$ cat src/rtl/mem_arbiter_if.sv
// Bundle of the I-cache, D-cache and memory-side line transaction signals.
// The arbiter connects through the slave modport; the environment
// (caches plus memory model) drives the master side.
interface mem_arbiter_if #(
    parameter int ADDR_W = 28,
    parameter int LINE_W = 128
);
    // I-cache side
    logic              i_read;
    logic              i_write;
    logic [ADDR_W-1:0] i_addr;
    logic [LINE_W-1:0] i_wdata;
    logic [LINE_W-1:0] i_rdata;
    logic              i_ready;
    // D-cache side
    logic              d_read;
    logic              d_write;
    logic [ADDR_W-1:0] d_addr;
    logic [LINE_W-1:0] d_wdata;
    logic [LINE_W-1:0] d_rdata;
    logic              d_ready;
    // memory side
    logic              mem_read;
    logic              mem_write;
    logic [ADDR_W-1:0] mem_addr;
    logic [LINE_W-1:0] mem_wdata;
    logic [LINE_W-1:0] mem_rdata;
    logic              mem_ready;

    // caches and memory model
    modport master (
        output i_read, i_write, i_addr, i_wdata,
        output d_read, d_write, d_addr, d_wdata,
        output mem_rdata, mem_ready,
        input  i_rdata, i_ready, d_rdata, d_ready,
        input  mem_read, mem_write, mem_addr, mem_wdata
    );

    // arbiter
    modport slave (
        input  i_read, i_write, i_addr, i_wdata,
        input  d_read, d_write, d_addr, d_wdata,
        input  mem_rdata, mem_ready,
        output i_rdata, i_ready, d_rdata, d_ready,
        output mem_read, mem_write, mem_addr, mem_wdata
    );
endinterface

$ cat src/rtl/mem_arbiter.sv
// Shares one off-chip memory port between the I-cache and D-cache.
// A grant covers a whole line transaction; ties are broken round-robin
// against the previous owner. Every completion returns through IDLE so the
// finished cache can drop or re-issue and the other side gets a chance.
module mem_arbiter #(
    parameter int ADDR_W = 28,
    parameter int LINE_W = 128,
    parameter int CNT_W  = 16
) (
    input  logic             clk,
    input  logic             proc_reset,
    mem_arbiter_if.slave     bus,
    output logic [CNT_W-1:0] conflict_cnt
);
    typedef enum logic [1:0] {
        IDLE  = 2'd0,
        OWN_I = 2'd1,
        OWN_D = 2'd2
    } state_t;

    state_t state, state_nxt;
    logic   last_owner;   // 0 = I-cache finished last, 1 = D-cache
    logic   req_i, req_d, both_req;

    assign req_i    = bus.i_read | bus.i_write;
    assign req_d    = bus.d_read | bus.d_write;
    assign both_req = (state == IDLE) && req_i && req_d;

    // state, round-robin pointer and contention counter
    always_ff @(posedge clk or posedge proc_reset) begin
        if (proc_reset) begin
            state        <= IDLE;
            last_owner   <= 1'b1;        // first tie goes to the I-cache
            conflict_cnt <= '0;
        end else begin
            state <= state_nxt;
            if (state == OWN_I && bus.mem_ready) last_owner <= 1'b0;
            if (state == OWN_D && bus.mem_ready) last_owner <= 1'b1;
            if (both_req && (conflict_cnt != {CNT_W{1'b1}}))
                conflict_cnt <= conflict_cnt + CNT_W'(1);
        end
    end

    // next state and memory/cache routing for the current owner
    always_comb begin
        state_nxt     = state;
        bus.mem_read  = 1'b0;
        bus.mem_write = 1'b0;
        bus.mem_addr  = '0;
        bus.mem_wdata = '0;
        bus.i_ready   = 1'b0;
        bus.d_ready   = 1'b0;
        // read data is broadcast; only the owner's ready qualifies it
        bus.i_rdata   = proc_reset ? '0 : bus.mem_rdata;
        bus.d_rdata   = proc_reset ? '0 : bus.mem_rdata;
        case (state)
            IDLE: begin
                // grant lands next cycle; no strobe is issued from IDLE and
                // a stray mem_ready here is dropped
                if (req_i && req_d) state_nxt = last_owner ? OWN_I : OWN_D;
                else if (req_i)     state_nxt = OWN_I;
                else if (req_d)     state_nxt = OWN_D;
            end
            OWN_I: begin
                bus.mem_read  = bus.i_read;
                bus.mem_write = bus.i_write;
                bus.mem_addr  = bus.i_addr;
                bus.mem_wdata = bus.i_wdata;
                bus.i_ready   = bus.mem_ready;
                if (bus.mem_ready) state_nxt = IDLE;
            end
            OWN_D: begin
                bus.mem_read  = bus.d_read;
                bus.mem_write = bus.d_write;
                bus.mem_addr  = bus.d_addr;
                bus.mem_wdata = bus.d_wdata;
                bus.d_ready   = bus.mem_ready;
                if (bus.mem_ready) state_nxt = IDLE;
            end
            default: state_nxt = IDLE;
        endcase
    end
endmodule

$ cat src/flat_wrapper.sv
// flat-port wrapper written by rule: the top's interface ports become plain ports
module mem_arbiter_flat 
#(
    parameter int ADDR_W = 28,
    parameter int LINE_W = 128,
    parameter int CNT_W  = 16
)
  (clk, proc_reset, conflict_cnt, bus_i_read, bus_i_write, bus_i_addr, bus_i_wdata, bus_d_read, bus_d_write, bus_d_addr, bus_d_wdata, bus_mem_rdata, bus_mem_ready, bus_i_rdata, bus_i_ready, bus_d_rdata, bus_d_ready, bus_mem_read, bus_mem_write, bus_mem_addr, bus_mem_wdata);
  mem_arbiter_if #(.ADDR_W(ADDR_W), .LINE_W(LINE_W)) bus_i ();
  input  logic clk;
  input  logic proc_reset;
  output logic [CNT_W-1:0] conflict_cnt;
  input wire logic [$bits(bus_i.i_read)-1:0] bus_i_read;
  input wire logic [$bits(bus_i.i_write)-1:0] bus_i_write;
  input wire logic [$bits(bus_i.i_addr)-1:0] bus_i_addr;
  input wire logic [$bits(bus_i.i_wdata)-1:0] bus_i_wdata;
  input wire logic [$bits(bus_i.d_read)-1:0] bus_d_read;
  input wire logic [$bits(bus_i.d_write)-1:0] bus_d_write;
  input wire logic [$bits(bus_i.d_addr)-1:0] bus_d_addr;
  input wire logic [$bits(bus_i.d_wdata)-1:0] bus_d_wdata;
  input wire logic [$bits(bus_i.mem_rdata)-1:0] bus_mem_rdata;
  input wire logic [$bits(bus_i.mem_ready)-1:0] bus_mem_ready;
  output wire logic [$bits(bus_i.i_rdata)-1:0] bus_i_rdata;
  output wire logic [$bits(bus_i.i_ready)-1:0] bus_i_ready;
  output wire logic [$bits(bus_i.d_rdata)-1:0] bus_d_rdata;
  output wire logic [$bits(bus_i.d_ready)-1:0] bus_d_ready;
  output wire logic [$bits(bus_i.mem_read)-1:0] bus_mem_read;
  output wire logic [$bits(bus_i.mem_write)-1:0] bus_mem_write;
  output wire logic [$bits(bus_i.mem_addr)-1:0] bus_mem_addr;
  output wire logic [$bits(bus_i.mem_wdata)-1:0] bus_mem_wdata;
  assign bus_i.i_read = bus_i_read;
  assign bus_i.i_write = bus_i_write;
  assign bus_i.i_addr = bus_i_addr;
  assign bus_i.i_wdata = bus_i_wdata;
  assign bus_i.d_read = bus_d_read;
  assign bus_i.d_write = bus_d_write;
  assign bus_i.d_addr = bus_d_addr;
  assign bus_i.d_wdata = bus_d_wdata;
  assign bus_i.mem_rdata = bus_mem_rdata;
  assign bus_i.mem_ready = bus_mem_ready;
  assign bus_i_rdata = bus_i.i_rdata;
  assign bus_i_ready = bus_i.i_ready;
  assign bus_d_rdata = bus_i.d_rdata;
  assign bus_d_ready = bus_i.d_ready;
  assign bus_mem_read = bus_i.mem_read;
  assign bus_mem_write = bus_i.mem_write;
  assign bus_mem_addr = bus_i.mem_addr;
  assign bus_mem_wdata = bus_i.mem_wdata;
  mem_arbiter #(.ADDR_W(ADDR_W), .LINE_W(LINE_W), .CNT_W(CNT_W)) u_core (.clk(clk), .proc_reset(proc_reset), .bus(bus_i), .conflict_cnt(conflict_cnt));
endmodule
$ cat config.mk
export PLATFORM = sky130hd
export DESIGN_NAME = mem_arbiter_flat
export DESIGN_NICKNAME = d
export VERILOG_FILES = /design/src/rtl/mem_arbiter_if.sv /design/src/rtl/mem_arbiter.sv /design/src/flat_wrapper.sv
export SDC_FILE = /design/constraint.sdc
export NUM_CORES = 1
export LEC_CHECK = 0
export CAP_MARGIN = 20
export CORE_AREA = 2 2 345 347
export CTS_BUF_LIST = sky130_fd_sc_hd__clkbuf_2 sky130_fd_sc_hd__clkbuf_4 sky130_fd_sc_hd__clkbuf_8
export DETAILED_ROUTE_END_ITERATION = 7
export DIE_AREA = 0 0 347 349
export GPL_TIMING_DRIVEN = 0
export SLEW_MARGIN = 20
export SYNTH_ARGS = -nofsm -noshare
export SYNTH_HDL_FRONTEND = slang
export SYNTH_SLANG_ARGS = --single-unit
$ cat constraint.sdc
create_clock -name clk -period 3.3 [get_ports clk]
set_clock_uncertainty 0.2 [all_clocks]
set_input_delay 0.825 -clock clk [delete_from_list [all_inputs] [get_ports clk]]
set_output_delay 0.825 -clock clk [all_outputs]
set_load 0.005 [all_outputs]
Word level (Yosys, flattened, before mapping):

Index checks and enable logic that the tools add are counted.

* reduce and logical (&&, ||, !) cells: 10
* equality and inequality tests: 5
* bitwise gates (word level): 2
* add/subtract/negate cells: 1
* mux-type cells: 15

Operators with widths (count)
* $pmux 128 s2: 1
* $mux 128: 1
* $pmux 28 s2: 1
* $add 16x1->16 const B: 1
* $ne 16x16->1 const B: 1
* $mux 2: 5
* $logic_and 1x1->1: 6
* $mux 1: 4
* $ne 4x2->1 const B: 1
* $pmux 1 s2: 2
* $pmux 2 s2: 1
* $eq 2x1->1 const B: 1
* $eq 2x2->1 const B: 1
* $logic_not 2->1: 1
* $ne 2x1->1 const B: 1
* $or 1x1->1: 2
* $reduce_and 2->1: 1
* $reduce_bool 2->1: 1
* $reduce_or 2->1: 1

* register bits: 19
* output and inout bits: 432

Longest topological paths before layout:

* depth after elaboration: 5
* gate-level depth with buffers: 7

Worst setup path before layout:

OpenSTA, ideal clock, no wires.

* path kind: input port to output port
* start: input proc_reset
* end: output bus_i_rdata[108]
* buffers on the path: 3
* arrival time: 1.624 ns
* setup slack: 0.651 ns
* cell stages on the path: 4
* required time: 2.275 ns
* path through: clkbuf_1 -> clkbuf_1 -> nor2b_1 -> buf_4

* longest elaborated chain between the ends: 1

Ends and longest elaborated chain
* from (decl): RTL line flat_wrapper.sv:11 `input logic proc_reset;`
* $mux 128
* to (decl): RTL line flat_wrapper.sv:23 `output wire logic [$bits(bus_i.i_rdata)-1:0] bus_i_rdata;`

Every way passes these cells.

Final worst setup path:

* start: register u_core.state[1]
* end: output bus_mem_wdata[20]

* longest elaborated chain between the ends: 2
* elaborated cells on any way between the ends: 3
* classes of those cells: 2 x eq/ne; 1 x mux

Ends and longest elaborated chain
* from (decl): RTL line mem_arbiter.sv:21 `state_t state, state_nxt;`
* from (signal assigned): RTL line mem_arbiter.sv:36 `state <= state_nxt;`
* $eq 2x2->1 or $eq 2x1->1 (tied branches): RTL line mem_arbiter.sv:56 `case (state)`
* $pmux 128 s2 (*): RTL line mem_arbiter.sv:56
* to (decl): RTL line flat_wrapper.sv:30 `output wire logic [$bits(bus_i.mem_wdata)-1:0] bus_mem_wdata;`

Mark *: on every way between the ends. The rest lies on a longest branch, timed or not.

==> impl_metrics.ini <==
[worst_setup_path]
cp_num_buf_inv = 5
rrSetupSlack_ps = 1130
worstReg2RegStart = u_core.state[0]$_DFFE_PP0P_
critical_path_class = flop to primary output
arrival_ps = 2330
cp_max_fo = 10
cp_slowest_cell = a22oi_2
ff2ff_path_depth = 7
worstSetupEndpointType = primary output
critPathLaunchType = flop
slowest_delay_ps = 460
worstPathRequired_ps = 2270
crit_family = buffers and inverters
path_common_cell = buf_4
r2r_end = u_core.conflict_cnt[15]$_DFFE_PP0P_
path_cells = buf_6 -> ha_4 -> buf_4 -> buf_4 -> clkbuf_8 -> a22oi_2 -> nor2_1 -> dlygate4sd2_1

[power]
p_clk_share_pct = 2.6
internal-power_uw = 3620
p_leak_uw = 0.00718
ir_drop_mv = 0.259
power.share.combinational_pct = 92.6
powerDensity_nw_per_um2 = 440
switching_share_pct = 52.3
p_switching_uw = 3970
p_seq_share_pct = 4.9

[layout]
finalNetCount = 2093
finish.utilization_pct = 14.7
drive_gt1_share_pct = 26.8
syn_to_final_growth_pct = 258

[die]
core-area_um2 = 117000
io_pins = 879
die_area_um2 = 121000
std_cell_rows = 126
die_w_um = 347
die_height_um = 349
start_util_pct = 4.11

[logic_synthesis]
synth_warnings = 0
synth-xor-area-share_pct = 2.72
muxShareOfSynthArea_pct = 0.233
async_reset_ff_share_pct = 100
synth_compound_area_share_pct = 26.0
synthCells = 732
synth-simple-area-share_pct = 34.2
synthAdderAreaFrac_pct = 1.04
yosysTopAreaCellShare_pct = 24.6
synth-seq-area-share_pct = 9.88
syn-num-nets = 1183
ys_ff_latch = 19
synth_edf_count = 0
synth_flop_cell = dfrtp_1
yosys.area.top_type = a22oi_1
syn_area_um2 = 4830
synth_top_family_by_area = simple AND/OR/NAND/NOR gates
syn_area_per_cell_um2 = 6.59
yosys-top-cells-area = a22oi_1, buf_4, nor2b_1, nor2_1, dfrtp_1
ys_types = 37

[status]
run_status = complete, but fails checks
violations = negative setup slack

[sta]
max_freq_mhz = 298
post-route-period-util_pct = 102
tightest_slew_ps = 868
post-route-min-period_ps = 3350
fin_ws_ps = -51.7
hold_viol = 0
rsz0062_at_grt = yes
slew-limit-headroom_pct = 42.1
whs_ps = 316
finalSetupViolations = 1
final_max_slew_viol_count = 0

[global_route]
grtUsageTotal_pct = 13.6
grt_pass1_vias = 9295
antenna_found_initial = 70
overflow = 0
grt_pass1_wl_mm = 106
grt_max_degree = 20

[route]
drcViolationCount = 0
drt-pass1-iter-count = 6
route.vias.total = 9610
drtIter0Drc = 628
antenna_left = 0
via_per_inst = 3.02
routedWlPerCell_um = 27.6
totalWireLength_mm = 87.7

[cts]
path_clk_slew_ps = 90
cts_tree = yes
cts_buffers = 3
clkLatencyLatePin_ps = 280
clock_path_buffers = 2
cts_root_buffer = clkbuf_8
clock_sinks = 19
h-tree-depth = 1

[hold_path]
worstHoldStart = u_core.conflict_cnt[15]$_DFFE_PP0P_
hold_depth = 1
worstHoldEndpoint = u_core.conflict_cnt[15]$_DFFE_PP0P_
hold_class = flop to flop

[flow_run]
drv_cap = 0

[placement]
place_hpwl_mm = 81.3
place_congestion = 0.964
io_buffers = 877
[metal layers]
layer / up-vias / wire (µm) / global-route usage, % / share of wire [%]
li1: 4208 / - / - / -
met1: 4513 / 32100 / 14.8 / 37
met2: 631 / 44200 / 24.8 / 50
met3: 180 / 8300 / 5.18 / 9.5
met4: 78 / 2610 / 3.00 / 3.0
met5: - / 482 / 0 / 0.55
[power groups by stage]
stage	combinational, µW	sequential (µW)	clock [µW]
2_1_floorplan	2010	354	0
3_3_place_gp	6050	366	0
3_5_place_dp	6090	368	0
4_1_cts	7090	368	212
5_1_grt	7430	376	217
6_report	7030	370	194
[through the flow]
step	power [µW]	setup TNS (ps)	std cells	cell area, µm²	setup slack [ps]
3_3_place_gp	6420	-258480	3145	15500	-2190
6_report	7600	-51.7	3181	17300	-51.7
4_1_cts	7670	-1070	3173	17100	-216
2_1_floorplan	2360	0	732	4830	651
3_5_place_dp	6450	-255270	3146	15500	-1700
5_1_grt	8020	-296	3178	17300	-63.2
[logic make-up after synthesis]
family,after synthesis
and+or+nand+nor,324
xor gates and xnor gates,15
AOI/OAI and AO/OA,167
DFF,19
muxes,1
buffers and inverters,202
adders and majority gates,4
[layout by cell type, fill, tap and decap left out, types with 18 or more instances in the layout]
master             n
a22oi_1           84
a22oi_2           74
buf_2             21
buf_4            155
clkbuf_2          19
clkdlybuf4s50_1  700
dfrtp_1           18
dlygate4sd2_1    106
dlymetal6s2s_1    27
nor2_1           148
nor2b_1           51
nor2b_4           61
[registers in the layout, summed over array words and instances, names as in the netlist]
name / flops
u_core.conflict_cnt: 16
u_core.last_owner: 1
u_core.state: 2
[synth_stat cells (2+ instances only)]
| cell type | instances |
|---|---|
| nor4_1 | 3 |
| a22oi_1 | 158 |
| nor2_1 | 162 |
| buf_2 | 4 |
| xor2_1 | 12 |
| nor2b_1 | 129 |
| nand4_1 | 3 |
| ha_1 | 4 |
| dfrtp_1 | 18 |
| inv_1 | 4 |
| o32ai_1 | 2 |
| clkbuf_1 | 61 |
| and4_1 | 2 |
| o21ai_0 | 2 |
| nand2_1 | 4 |
| nand3_1 | 5 |
| a21oi_1 | 2 |
| nor3_1 | 6 |
| nor4_4 | 2 |
| buf_1 | 3 |
| buf_4 | 128 |
| xnor2_1 | 3 |
[repair_timing]
item / CTS / global route
hold buffers: 0 / 0
setup endpoints to repair: 415 / 124
buffers inserted: 22 / 8
cloned: 3 / 1
gates resized for setup: 590 / 114
pin swaps: 42 / 29
endpoints found under the hold margin: 0 / 0
[worst max path at each step]
stage,depth (start not counted),end,start,slack (ps)
2_1_floorplan,4,bus_i_rdata[108],proc_reset,650
3_3_place_gp,8,bus_mem_addr[24],u_core.state[0]$_DFFE_PP0P_,-2190
3_5_place_dp,8,bus_mem_addr[20],u_core.state[1]$_DFFE_PP0P_,-1700
4_1_cts,8,bus_mem_addr[20],u_core.state[1]$_DFFE_PP0P_,-220
5_1_grt,8,bus_mem_wdata[13],u_core.state[1]$_DFFE_PP0P_,-60
6_report,8,bus_mem_wdata[20],u_core.state[1]$_DFFE_PP0P_,-50
[area by class of cell]
class / instances / area [µm²]
clock buffers: 3 / 41.3
flip-flops and latches: 19 / 477
repair buffers: 909 / 8980
plain buffers: 193 / 1750
well taps: 1536 / 1920
fillers: 13400 / 100000
clock inverters: 1 / 7.51
diodes: 4 / 10.0
inverters: 5 / 23.8
multi-input cells: 511 / 4060
Power figures use the tool's default switching activity.
